## config.mk

```make
export PLATFORM = sky130hd
export DESIGN_NAME = pcs_block_sync_rx_flat
export DESIGN_NICKNAME = d
export VERILOG_FILES = /design/src/rtl/pcs_block_sync_rx_if.sv /design/src/rtl/pcs_block_sync_rx.sv /design/src/flat_wrapper.sv
export SDC_FILE = /design/constraint.sdc
export NUM_CORES = 1
export LEC_CHECK = 0
export BUFFER_PORTS_ARGS = -buffer_cell sky130_fd_sc_hd__buf_4
export CAP_MARGIN = 20
export CORE_ASPECT_RATIO = 0.6
export CORE_UTILIZATION = 45
export CTS_BUF_LIST = sky130_fd_sc_hd__clkbuf_8
export DETAILED_ROUTE_END_ITERATION = 8
export PLACE_DENSITY = 0.6
export SYNTH_ARGS = -nofsm -noshare
export SYNTH_HDL_FRONTEND = slang
export SYNTH_SLANG_ARGS = --single-unit
```

## constraint.sdc

```tcl
create_clock -name clk -period 2.4 [get_ports clk]
set_input_delay 0.24 -clock clk [delete_from_list [all_inputs] [get_ports clk]]
set_output_delay 0.24 -clock clk [all_outputs]
set_load 0.01 [all_outputs]
```

## src/rtl/pcs_block_sync_rx_if.sv

```systemverilog
// Gearbox-to-block-sync link: header stream in, slip/lock/header-valid status back.
interface pcs_block_sync_rx_if #(
    parameter int HEAD_W = 2
);
    logic              signal_ok_i;
    logic              valid_i;
    logic [HEAD_W-1:0] head_i;
    logic              slip_v_o;
    logic              lock_v_o;
    logic              head_v_o;

    // Gearbox / PMA side drives the header stream and consumes slip and lock status.
    modport master (
        output signal_ok_i, valid_i, head_i,
        input  slip_v_o, lock_v_o, head_v_o
    );

    modport slave (
        input  signal_ok_i, valid_i, head_i,
        output slip_v_o, lock_v_o, head_v_o
    );
endinterface

```

## src/rtl/pcs_block_sync_rx.sv

```systemverilog
// 64b/66b block lock FSM: hunts sync-header alignment by slipping the gearbox
// one bit at a time, then monitors header error density while locked.
module pcs_block_sync_rx #(
    parameter int HEAD_W      = 2,
    parameter int SH_CNT_MAX  = 64,
    parameter int SH_INV_MAX  = 16,
    parameter int SLIP_WAIT_N = 2
) (
    input  logic                  clk,
    input  logic                  nreset,
    pcs_block_sync_rx_if.slave    rx
);
    localparam int CNT_W  = $clog2(SH_CNT_MAX + 1);
    localparam int INV_W  = $clog2(SH_INV_MAX + 1);
    localparam int WAIT_W = (SLIP_WAIT_N > 0) ? $clog2(SLIP_WAIT_N + 1) : 1;

    typedef enum logic [2:0] {
        INIT,
        TEST,
        LOCKED,
        SLIP,
        WAIT
    } state_t;

    state_t            state;
    logic [CNT_W-1:0]  sh_cnt;
    logic [INV_W-1:0]  sh_inv_cnt;
    logic [WAIT_W-1:0] wait_cnt;
    logic              slip;
    logic              lock;

    logic              hdr_ok;
    logic [CNT_W-1:0]  cnt_nxt;
    logic [INV_W-1:0]  inv_nxt;
    logic              win_end;
    logic              inv_lim;

    // Counters saturate at their terminal value so they can never wrap.
    function automatic logic [CNT_W-1:0] sat_cnt(input logic [CNT_W-1:0] c);
        if (c >= CNT_W'(SH_CNT_MAX))
            return CNT_W'(SH_CNT_MAX);
        return c + CNT_W'(1);
    endfunction

    function automatic logic [INV_W-1:0] sat_inv(input logic [INV_W-1:0] c, input logic bad);
        if (!bad)
            return c;
        if (c >= INV_W'(SH_INV_MAX))
            return INV_W'(SH_INV_MAX);
        return c + INV_W'(1);
    endfunction

    assign hdr_ok      = rx.head_i[1] ^ rx.head_i[0];
    assign rx.head_v_o = rx.valid_i & hdr_ok;
    assign rx.slip_v_o = slip;
    assign rx.lock_v_o = lock;

    always_comb begin
        cnt_nxt = sat_cnt(sh_cnt);
        inv_nxt = sat_inv(sh_inv_cnt, !hdr_ok);
        win_end = (cnt_nxt == CNT_W'(SH_CNT_MAX));
        inv_lim = (inv_nxt == INV_W'(SH_INV_MAX));
    end

    always_ff @(posedge clk or negedge nreset) begin
        if (!nreset) begin
            state      <= INIT;
            sh_cnt     <= '0;
            sh_inv_cnt <= '0;
            wait_cnt   <= '0;
            slip       <= 1'b0;
            lock       <= 1'b0;
        end else if (!rx.signal_ok_i) begin
            // Signal loss overrides everything, including a slip that would fire this beat.
            state      <= INIT;
            sh_cnt     <= '0;
            sh_inv_cnt <= '0;
            wait_cnt   <= '0;
            slip       <= 1'b0;
            lock       <= 1'b0;
        end else begin
            slip <= 1'b0;
            case (state)
                INIT: begin
                    sh_cnt     <= '0;
                    sh_inv_cnt <= '0;
                    lock       <= 1'b0;
                    state      <= TEST;
                end
                TEST: begin
                    if (rx.valid_i) begin
                        if (!hdr_ok) begin
                            state      <= SLIP;
                            slip       <= 1'b1;
                            sh_cnt     <= '0;
                            sh_inv_cnt <= '0;
                        end else if (win_end) begin
                            state      <= LOCKED;
                            lock       <= 1'b1;
                            sh_cnt     <= '0;
                            sh_inv_cnt <= '0;
                        end else begin
                            sh_cnt <= cnt_nxt;
                        end
                    end
                end
                LOCKED: begin
                    // Error limit is checked before window end so a collision slips.
                    if (rx.valid_i) begin
                        if (inv_lim) begin
                            state      <= SLIP;
                            slip       <= 1'b1;
                            lock       <= 1'b0;
                            sh_cnt     <= '0;
                            sh_inv_cnt <= '0;
                        end else if (win_end) begin
                            sh_cnt     <= '0;
                            sh_inv_cnt <= '0;
                        end else begin
                            sh_cnt     <= cnt_nxt;
                            sh_inv_cnt <= inv_nxt;
                        end
                    end
                end
                SLIP: begin
                    sh_cnt     <= '0;
                    sh_inv_cnt <= '0;
                    wait_cnt   <= WAIT_W'(SLIP_WAIT_N);
                    state      <= WAIT;
                end
                WAIT: begin
                    // Headers during the gearbox realignment are discarded unseen.
                    if (wait_cnt == '0) begin
                        state <= TEST;
                    end else if (rx.valid_i) begin
                        wait_cnt <= wait_cnt - WAIT_W'(1);
                        if (wait_cnt == WAIT_W'(1))
                            state <= TEST;
                    end
                end
                default: begin
                    state <= INIT;
                    lock  <= 1'b0;
                end
            endcase
        end
    end
endmodule

```

## src/flat_wrapper.sv

```systemverilog
// flat-port wrapper written by rule: the top's interface ports become plain ports
module pcs_block_sync_rx_flat 
#(
    parameter int HEAD_W      = 2,
    parameter int SH_CNT_MAX  = 64,
    parameter int SH_INV_MAX  = 16,
    parameter int SLIP_WAIT_N = 2
)
  (clk, nreset, rx_signal_ok_i, rx_valid_i, rx_head_i, rx_slip_v_o, rx_lock_v_o, rx_head_v_o);
  pcs_block_sync_rx_if #(.HEAD_W(HEAD_W)) rx_i ();
  input  logic clk;
  input  logic nreset;
  input wire logic [$bits(rx_i.signal_ok_i)-1:0] rx_signal_ok_i;
  input wire logic [$bits(rx_i.valid_i)-1:0] rx_valid_i;
  input wire logic [$bits(rx_i.head_i)-1:0] rx_head_i;
  output wire logic [$bits(rx_i.slip_v_o)-1:0] rx_slip_v_o;
  output wire logic [$bits(rx_i.lock_v_o)-1:0] rx_lock_v_o;
  output wire logic [$bits(rx_i.head_v_o)-1:0] rx_head_v_o;
  assign rx_i.signal_ok_i = rx_signal_ok_i;
  assign rx_i.valid_i = rx_valid_i;
  assign rx_i.head_i = rx_head_i;
  assign rx_slip_v_o = rx_i.slip_v_o;
  assign rx_lock_v_o = rx_i.lock_v_o;
  assign rx_head_v_o = rx_i.head_v_o;
  pcs_block_sync_rx #(.HEAD_W(HEAD_W), .SH_CNT_MAX(SH_CNT_MAX), .SH_INV_MAX(SH_INV_MAX), .SLIP_WAIT_N(SLIP_WAIT_N)) u_core (.clk(clk), .nreset(nreset), .rx(rx_i));
endmodule
```

# After elaboration in Yosys (flattened, before gate mapping)
# Cells that the tools add are included.
# Widths: inputs -> output; s select.
[word_totals]
register_bits = 19
input_bits = 6
out_inout_bits = 3
wordCells = 94
[op_classes]
add_sub_neg = 3
order_cmp = 2
eq_ne = 20
muxes = 52
bitwise = 2
n_reduce_logical = 9
[ops]
columns = ["operator", "count"]
rows = [
  ["$mux 7", 8],
  ["$mux 5", 11],
  ["$mux 3", 9],
  ["$pmux 7 s3", 1],
  ["$mux 1", 15],
  ["$pmux 3 s5", 1],
  ["$pmux 5 s3", 1],
  ["$ne 3x3->1 const B", 4],
  ["$reduce_and 6->1", 2],
  ["$ne 3x2->1 const B", 3],
  ["$ne 4x2->1 const B", 2],
  ["$add 7x1->7 const B", 1],
  ["$eq 7x7->1 const B", 1],
  ["$ge 7x7->1 const B", 1],
  ["$eq 3x2->1 const B", 2],
  ["$mux 2", 3],
  ["$reduce_and 3->1", 2],
  ["$add 5x1->5 const B", 1],
  ["$eq 5x5->1 const B", 1],
  ["$ge 5x5->1 const B", 1],
  ["$ne 4x3->1 const B", 1],
  ["$ne 4x4->1 const B", 1],
  ["$pmux 2 s2", 1],
  ["$reduce_and 4->1", 1],
  ["other kinds (13)", 14],
]

# Depth between registers and ports, before layout
# Gate-level depths: netlist (run 1).
[depth]
depth_word = 10
ltp_mapped = 8
ltp_nobuf = 8

# Least setup slack after synthesis (run 1)
# Ideal clock, no wire load.
[synth_path]
kind = "reg2reg"
from = "reg u_core.sh_inv_cnt[0]"
to = "reg u_core.sh_cnt[3]"
setup_time_ns = 0.126
t_arrival_ns = 1.945
t_required_ns = 2.274
setup_slack_ns = 0.329
stages_incl_launch_ff = 9
path_buffers = 0
synth_period_minus_slack_ns = 2.071
cell_sequence = "dfrtp_1 inv_1 ha_1 nor2b_1 o31ai_1 o41ai_4 a211oi_4 and3_1 a221o_1"
[synth_between]
elab_chain_cells = 10
elab_cells_between_ends = 13
classes_between = "add/sub (1); order compare (1); eq/ne (1); mux (10)"
[synth_rtl]
columns = ["element", "line_no", "text"]
rows = [
  ["start: declaration", "pcs_block_sync_rx.sv:27", "logic [INV_W-1:0] sh_inv_cnt;"],
  ["start signal: assignment", "pcs_block_sync_rx.sv:121", "sh_inv_cnt <= inv_nxt;"],
  ["$ge 5x5->1", "pcs_block_sync_rx.sv:48", "if (c >= INV_W'(SH_INV_MAX))"],
  ["$mux 1 (2 in series)", "pcs_block_sync_rx.sv:48", ""],
  ["$mux 5", "pcs_block_sync_rx.sv:50", "return c + INV_W'(1);"],
  ["$mux 5 *", "pcs_block_sync_rx.sv:48", ""],
  ["$eq 5x5->1 *", "pcs_block_sync_rx.sv:62", "inv_lim = (inv_nxt == INV_W'(SH_INV_MAX));"],
  ["$mux 7 *", "pcs_block_sync_rx.sv:110", "if (inv_lim) begin"],
  ["$mux 7 *", "pcs_block_sync_rx.sv:109", "if (rx.valid_i) begin"],
  ["$pmux 7 s3 *", "pcs_block_sync_rx.sv:83", "case (state)"],
  ["$mux 7 *", "pcs_block_sync_rx.sv:73", "end else if (!rx.signal_ok_i) begin"],
  ["end signal: assignment", "pcs_block_sync_rx.sv:103", "sh_cnt <= cnt_nxt;"],
  ["end signal: assignment", "pcs_block_sync_rx.sv:120", "sh_cnt <= cnt_nxt;"],
  ["end: declaration", "pcs_block_sync_rx.sv:26", "logic [CNT_W-1:0] sh_cnt;"],
]
# Mark *: on every way between the ends. The rest lies on a longest branch, timed or not. The select of a mux whose other input is x is not followed.
# A chain may end at the register's enable or synchronous reset.

# Final worst setup path (run 1)
[layout_path]
from = "reg u_core.sh_inv_cnt[0]"
to = "reg u_core.lock, in the netlist u_core.rx.lock_v_o"
[layout_between]
elab_chain_cells = 8
elab_cells_between_ends = 11
classes_between = "add/sub (1); order compare (1); eq/ne (2); mux (6); reduce/logical (1)"
[layout_rtl]
columns = ["element", "line_no", "text"]
rows = [
  ["$ge 5x5->1", "pcs_block_sync_rx.sv:48", ""],
  ["$mux 1 (2 in series)", "pcs_block_sync_rx.sv:48", ""],
  ["$mux 5", "pcs_block_sync_rx.sv:50", ""],
  ["$mux 5 *", "pcs_block_sync_rx.sv:48", ""],
  ["$eq 5x5->1 *", "pcs_block_sync_rx.sv:62", ""],
  ["$ne 3x2->1 (no line) *", "-", ""],
  ["$reduce_and 6->1 (no line) *", "-", ""],
  ["end signal: assignment", "pcs_block_sync_rx.sv:72", "lock <= 1'b0;"],
  ["end signal: assignment", "pcs_block_sync_rx.sv:80", "lock <= 1'b0;"],
  ["end signal: assignment", "pcs_block_sync_rx.sv:87", "lock <= 1'b0;"],
  ["end: declaration", "pcs_block_sync_rx.sv:30", "logic lock;"],
]
# Marked as above.

==> results by group, run 1 <==
Clock network
  – Clock buffer depth: 2
  – CTS clk-pin slew, worst paths: 0.07 ns
  – Worst-Skew Late Latency: 0.26 ns
  – CTS Buf Count: 3
  – TritonCTS clock tree: yes
  – Root buf cell: clkbuf_8
  – Clock Sinks: 19
  – H-tree depth: 1

Synthesis
  – Synthesized flop and latch total: 19
  – Syn Inst Count: 160
  – Post-synth EDFFs: 0
  – Asr flop ratio synth: 1.00
  – Ys flop type: dfrtp_1
  – Post-synth top cells: dfrtp_1, nand2_1, nor2_1
  – Syn_area_per_cell: 8.38 um2
  – Synth area leaders: dfrtp_1, ha_1, nand2_1, a21oi_1, nand3_1
  – Yosys warns: 0
  – Post-Syn Area: 1340 um2
  – Area leader, netlist: dfrtp_1
  – Post-synth net total: 172
  – Distinct cells, synth: 40
  – Sequential share of the synthesized area: 0.355
  – Share of the synthesized area in the top cell type: 0.355

Timing
  – Fin crit period: 2.23 ns
  – Slew HR: 0.616
  – Hold_ws: 0.277 ns
  – Max Clk Rate: 449 MHz
  – Fin Setup TNS: 0 ns
  – Final setup skew: 0.000965 ns
  – Actual transition at the worst max-transition pin: 0.571 ns
  – Final hold vios: 0
  – Final setup vio count: 0
  – Fin crit share: 0.929
  – Max-slew violation count: 0
  – RSZ-0062 raised after global routing: no

Routing
  – Remaining routing DRC violations: 0
  – Antenna-violating nets left: 0
  – Routed via count: 1228
  – Wire length per cell: 14.2 um
  – Via-to-Cell Ratio: 5.69
  – Pre-antenna DRT Iters: 4
  – Final WL: 3070 um
  – Initial DRC Count: 81

Status
  – Status: finished, final reports clean

Critical path
  – Worst Setup Start Kind: flop
  – Crit path max fanout: 6
  – Critical path's top delay family: simple AND/OR/NAND/NOR gates
  – Crit path DAT: 2.38 ns
  – CP Cell Sequence: inv_1 -> ha_1 -> nor2b_1 -> o31ai_1 -> or4_1 -> a21oi_1 -> o21ai_0 -> o211a_1
  – Worst path max stage delay: 0.58 ns
  – Crit-path slowest cell: or4_1
  – WP buf/inv: 1
  – WS Path Type: flop to flop
  – CP required: 2.55 ns
  – Critical Path End Type: flop

Die
  – Die area: 3210 um2
  – CORE AREA: 2660 um2
  – Die Ht: 44.3 um
  – Num rows: 14
  – Chip width: 72.5 um
  – Boundary pin count: 9
  – Starting density of the core: 0.503

Placement
  – Placed inst area: 1480 um2
  – Placed Instances: 209
  – Port bufs: 8
  – DP HPWL: 2260 um
  – Gp weighted congestion: 0.851

Global route
  – Largest net degree at the start of global routing: 20
  – Grt total ovfl: 0
  – Initial antenna violation count: 0
  – GRT Util Overall: 0.218
  – Vias in the first global route: 1091
  – First-pass GRT wire length: 5190 um

Pwr
  – Pwr Total: 1.06 mW
  – Peak supply drop: 0.337 mV
  – Leak pwr: 0.698 nW
  – PwrDens: 682 nW/um2

Layout
  – Share of layout cells above drive strength 1: 0.153
  – Fin nets: 189
  – Area Growth Syn to Fin: 15.6%
  – Design Area, Final: 1550 um2
  – Antenna diodes: 0
  – Cell Count, Final, Fillers Out: 216
  – Fillers: 239

Hold path
  – Hold Crit Class: input pin to flop

Run
  – # Max-Cap Violations: 0
[state kept, by name (all words and copies together), names as in the netlist]
signal and flops:
u_core.rx.lock_v_o 1, u_core.wait_cnt 2, u_core.sh_inv_cnt 5, u_core.state 3
u_core.sh_cnt 7, u_core.rx.slip_v_o 1
[layer usage]
| metal | GRT usage | up-vias | wire [um] |
|---|---|---|---|
| met3 | 0.0501 | 2 | 117 |
| met5 | 0 | - | 0 |
| li1 | - | 613 | - |
| met2 | 0.318 | 31 | 1300 |
| met4 | 0.0627 | 0 | 14 |
| met1 | 0.324 | 582 | 1640 |
[cell type report]
class	count	area (um2)	area share
multi-input cells	128	816	0.527
flip-flops and latches	19	477	0.308
repair buffers	17	130	0.0840
well taps	40	50.0	0.0323
clock buffers	3	41.3	0.0267
inverters	8	30.0	0.0194
clock inverters	1	5.00	0.00323
[cells by family (layout without fill, tap and decap cells)]
group | Yosys count | in the layout | synth area share
xor+xnor | 2 | 2 | 0.0187
mux | 1 | 1 | 0.00840
buf+inv | 13 | 29 | 0.0364
compound gates | 48 | 48 | 0.256
fa+ha+maj | 6 | 6 | 0.0560
simple gates | 71 | 71 | 0.270
flops | 19 | 19 | 0.355
[worst register-to-register path: cells and delay by family (launching register included)]
kind | cells | cell delay, ns
AO/OA/AOI/OAI | 4 | 0.60
flip-flops | 1 | 0.42
AND/OR/NAND/NOR | 2 | 0.70
adder cells (fa/ha/maj) | 1 | 0.32
buffers and inverters | 1 | 0.09
[final timing paths]
path,from,slack [ns],cells after the start,to
worst max-delay path,u_core.sh_inv_cnt[0]$_DFFE_PN0P_,0.17,8,u_core.rx.lock_v_o$_DFFE_PN0P_
worst min-delay path,rx_signal_ok_i,0.28,2,u_core.wait_cnt[0]$_DFFE_PN0P_
worst max register to register,u_core.sh_inv_cnt[0]$_DFFE_PN0P_,0.17,8,u_core.rx.lock_v_o$_DFFE_PN0P_
worst min register to register,u_core.sh_cnt[2]$_DFFE_PN0P_,0.53,1,u_core.sh_cnt[2]$_DFFE_PN0P_
max in group asynchronous,nreset,1.79,2,u_core.sh_inv_cnt[0]$_DFFE_PN0P_
min in group asynchronous,nreset,0.39,2,u_core.sh_cnt[1]$_DFFE_PN0P_
[metrics by stage]
step | utilization | setup WS (ns)
5_1_grt | 0.582 | 0.0456
3_5_place_dp | 0.555 | 0.120
6_report | 0.582 | 0.171
4_1_cts | 0.576 | 0.0997
3_3_place_gp | 0.555 | 0.220
2_1_floorplan | - | 0.329
[power breakdown]
part | switching [mW] | internal [mW] | total, mW
combinational | 0.232 | 0.177 | 0.409
sequential | 0.0653 | 0.355 | 0.420
clock | 0.112 | 0.116 | 0.228
[repair_timing]
item,CTS,global route
gates resized for setup,0,1
endpoints found under the setup margin,0,4
hold buffers,1,0
setup buffers,0,2
endpoints found under the hold margin,19,0
[cells in the final DEF (no fill, tap or decap), types with 2 or more instances in the layout]
cell       n
nor2_1    14
inv_1      8
nand2b_1   8
clkbuf_8   3
nand3_1   12
o21ai_0   10
o211a_1    2
nor3_1     5
o21a_1     4
dfrtp_1   18
nand2_1   19
and3_1     3
nor2b_1    2
a21oi_1   12
buf_4     16
a31oi_1    5
a211oi_1   2
o31ai_1    2
ha_1       6
(Power assumes the default switching activity.)
==> inputs of run 2 (changes only) <==
--- a/config.mk
+++ b/config.mk
@@ -12,6 +12,7 @@
 export CTS_BUF_LIST = sky130_fd_sc_hd__clkbuf_8
 export DETAILED_ROUTE_END_ITERATION = 8
 export PLACE_DENSITY = 0.6
+export REMOVE_ABC_BUFFERS = 1
 export SYNTH_ARGS = -nofsm -noshare
 export SYNTH_HDL_FRONTEND = slang
 export SYNTH_SLANG_ARGS = --single-unit
==> results by group, run 2 (synthesized netlist as in run 1, its figures left out) <==
Layout
  – Fillers: 264
  – Cell Count, Final, Fillers Out: 214
  – Fin nets: 187
  – Max reg flops: 7
  – Most frequent cells in the layout: nand2_1, dfrtp_1, nor2_1, buf_4, nand3_1
  – Multi-input logic area: 825 um2
  – Antenna diodes: 0
  – Share of layout cells above drive strength 1: 0.144
  – Largest regs: u_core.sh_cnt x7, u_core.sh_inv_cnt x5, u_core.state x3
  – Reg area: 475 um2
  – Reg with most FFs: u_core.sh_cnt
  – Area Growth Syn to Fin: 14.9%
  – Design Area, Final: 1540 um2

Die
  – Die Ht: 44.3 um
  – Starting density of the core: 0.503
  – Num rows: 14
  – CORE AREA: 2660 um2
  – Chip width: 72.5 um
  – Boundary pin count: 9
  – Die area: 3210 um2

Clock network
  – Root buf cell: clkbuf_8
  – CTS clk-pin slew, worst paths: 0.07 ns
  – Worst-Skew Late Latency: 0.26 ns
  – CTS Buf Count: 3
  – Clock buffer depth: 2
  – TritonCTS clock tree: yes
  – Clock Sinks: 19
  – H-tree depth: 1
  – Postcts setup bufs: 0

Routing
  – Wire length on met2: 1300 um
  – Met1 WL: 1580 um
  – Remaining routing DRC violations: 0
  – Wire length per cell: 14.3 um
  – Met3 wire len: 149 um
  – DR top layer: met4
  – Pre-antenna DRT Iters: 4
  – Final WL: 3060 um
  – Routed via count: 1218
  – Via-to-Cell Ratio: 5.69
  – Antenna-violating nets left: 0
  – Initial DRC Count: 51

Critical path
  – CP Cell Sequence: inv_1 -> ha_1 -> nor2b_1 -> o31ai_2 -> o41ai_4 -> a211oi_4 -> and3_1 -> a221o_1
  – WS Path Type: flop to flop
  – CP required: 2.55 ns
  – Crit path max fanout: 10
  – Worst Setup Start Kind: flop
  – Reg2Reg Setup Slack: 0.14 ns
  – Crit path DAT: 2.41 ns
  – Worst path max stage delay: 0.42 ns
  – Critical Path End Type: flop
  – Crit-path slowest cell: dfrtp_1

Timing
  – Slew HR: 0.652
  – Max Clk Rate: 443 MHz
  – Final setup skew: 0.00627 ns
  – Final hold vios: 0
  – Fin crit share: 0.941
  – Fin Setup TNS: 0 ns
  – Actual transition at the worst max-transition pin: 0.517 ns
  – Final setup vio count: 0
  – Fin crit period: 2.26 ns
  – Max-slew violation count: 0

Placement
  – Gp weighted congestion: 0.852
  – Placed inst area: 1480 um2
  – DP HPWL: 2320 um
  – Port bufs: 8
  – Placed Instances: 209

Pwr
  – Leak pwr: 0.689 nW
  – PwrDens: 680 nW/um2
  – Peak supply drop: 0.275 mV
  – Pwr Total: 1.05 mW

Global route
  – GRT Util Overall: 0.231
  – Vias in the first global route: 1124
  – Initial antenna violation count: 0
  – Largest net degree at the start of global routing: 20
  – First-pass GRT wire length: 5420 um
  – Grt total ovfl: 0

Run
  – # Max-Cap Violations: 0

Status
  – Status: finished, final reports clean

Hold path
  – Hold Crit Class: input pin to flop
[run 2: area by class of cell]
cell class	count	share of cell area
inverters	8	0.0195
flip-flops and latches	19	0.309
repair buffers	15	0.0747
clock inverters	1	0.00244
well taps	40	0.0325
multi-input cells	128	0.535
clock buffers	3	0.0268
[run 2: where the power goes]
part	internal [mW]	switching, mW
registers	0.354	0.0614
logic	0.173	0.237
clock network	0.114	0.108
[run 2: layer usage]
| layer | up-vias | track usage |
|---|---|---|
| li1 | 608 | - |
| met1 | 571 | 0.343 |
| met3 | 4 | 0.0547 |
| met4 | 0 | 0.0706 |
| met2 | 35 | 0.333 |
| met5 | - | 0 |
[run 2: worst max-delay path: cells and delay by family, from the launching register on]
family                     cells  cell delay [ns]
adders and majority gates      1             0.32
buffers and inverters          1             0.10
DFF                            1             0.42
AOI/OAI and AO/OA              4             0.94
and+or+nand+nor                2             0.36
[run 2: path summary, 6_finish.rpt]
path / start / to / depth (start not counted)
max: u_core.sh_inv_cnt[0]$_DFFE_PN0P_ / u_core.sh_cnt[3]$_DFFE_PN0P_ / 8
min: rx_signal_ok_i / u_core.wait_cnt[0]$_DFFE_PN0P_ / 2
max reg2reg: u_core.sh_inv_cnt[0]$_DFFE_PN0P_ / u_core.sh_cnt[3]$_DFFE_PN0P_ / 8
min reg2reg: u_core.wait_cnt[1]$_DFFE_PN0P_ / u_core.wait_cnt[1]$_DFFE_PN0P_ / 1
max in group asynchronous: nreset / u_core.state[2]$_DFFE_PN0P_ / 2
min in group asynchronous: nreset / u_core.sh_cnt[0]$_DFFE_PN0P_ / 2
[run 2: metrics by stage]
step	hold slack [ns]	util	setup WS, ns
2_1_floorplan	-0.0556	-	0.329
3_3_place_gp	0.130	0.555	0.219
3_5_place_dp	0.134	0.555	0.107
4_1_cts	0.277	0.575	0.106
5_1_grt	0.280	0.578	-0.00827
6_report	0.282	0.578	0.141
[run 2: timing repair]
action | CTS | global route
resized for setup | 0 | 2
endpoints found under the setup margin | 0 | 7
hold buffers | 1 | 0
hold endpoints to repair | 19 | 0
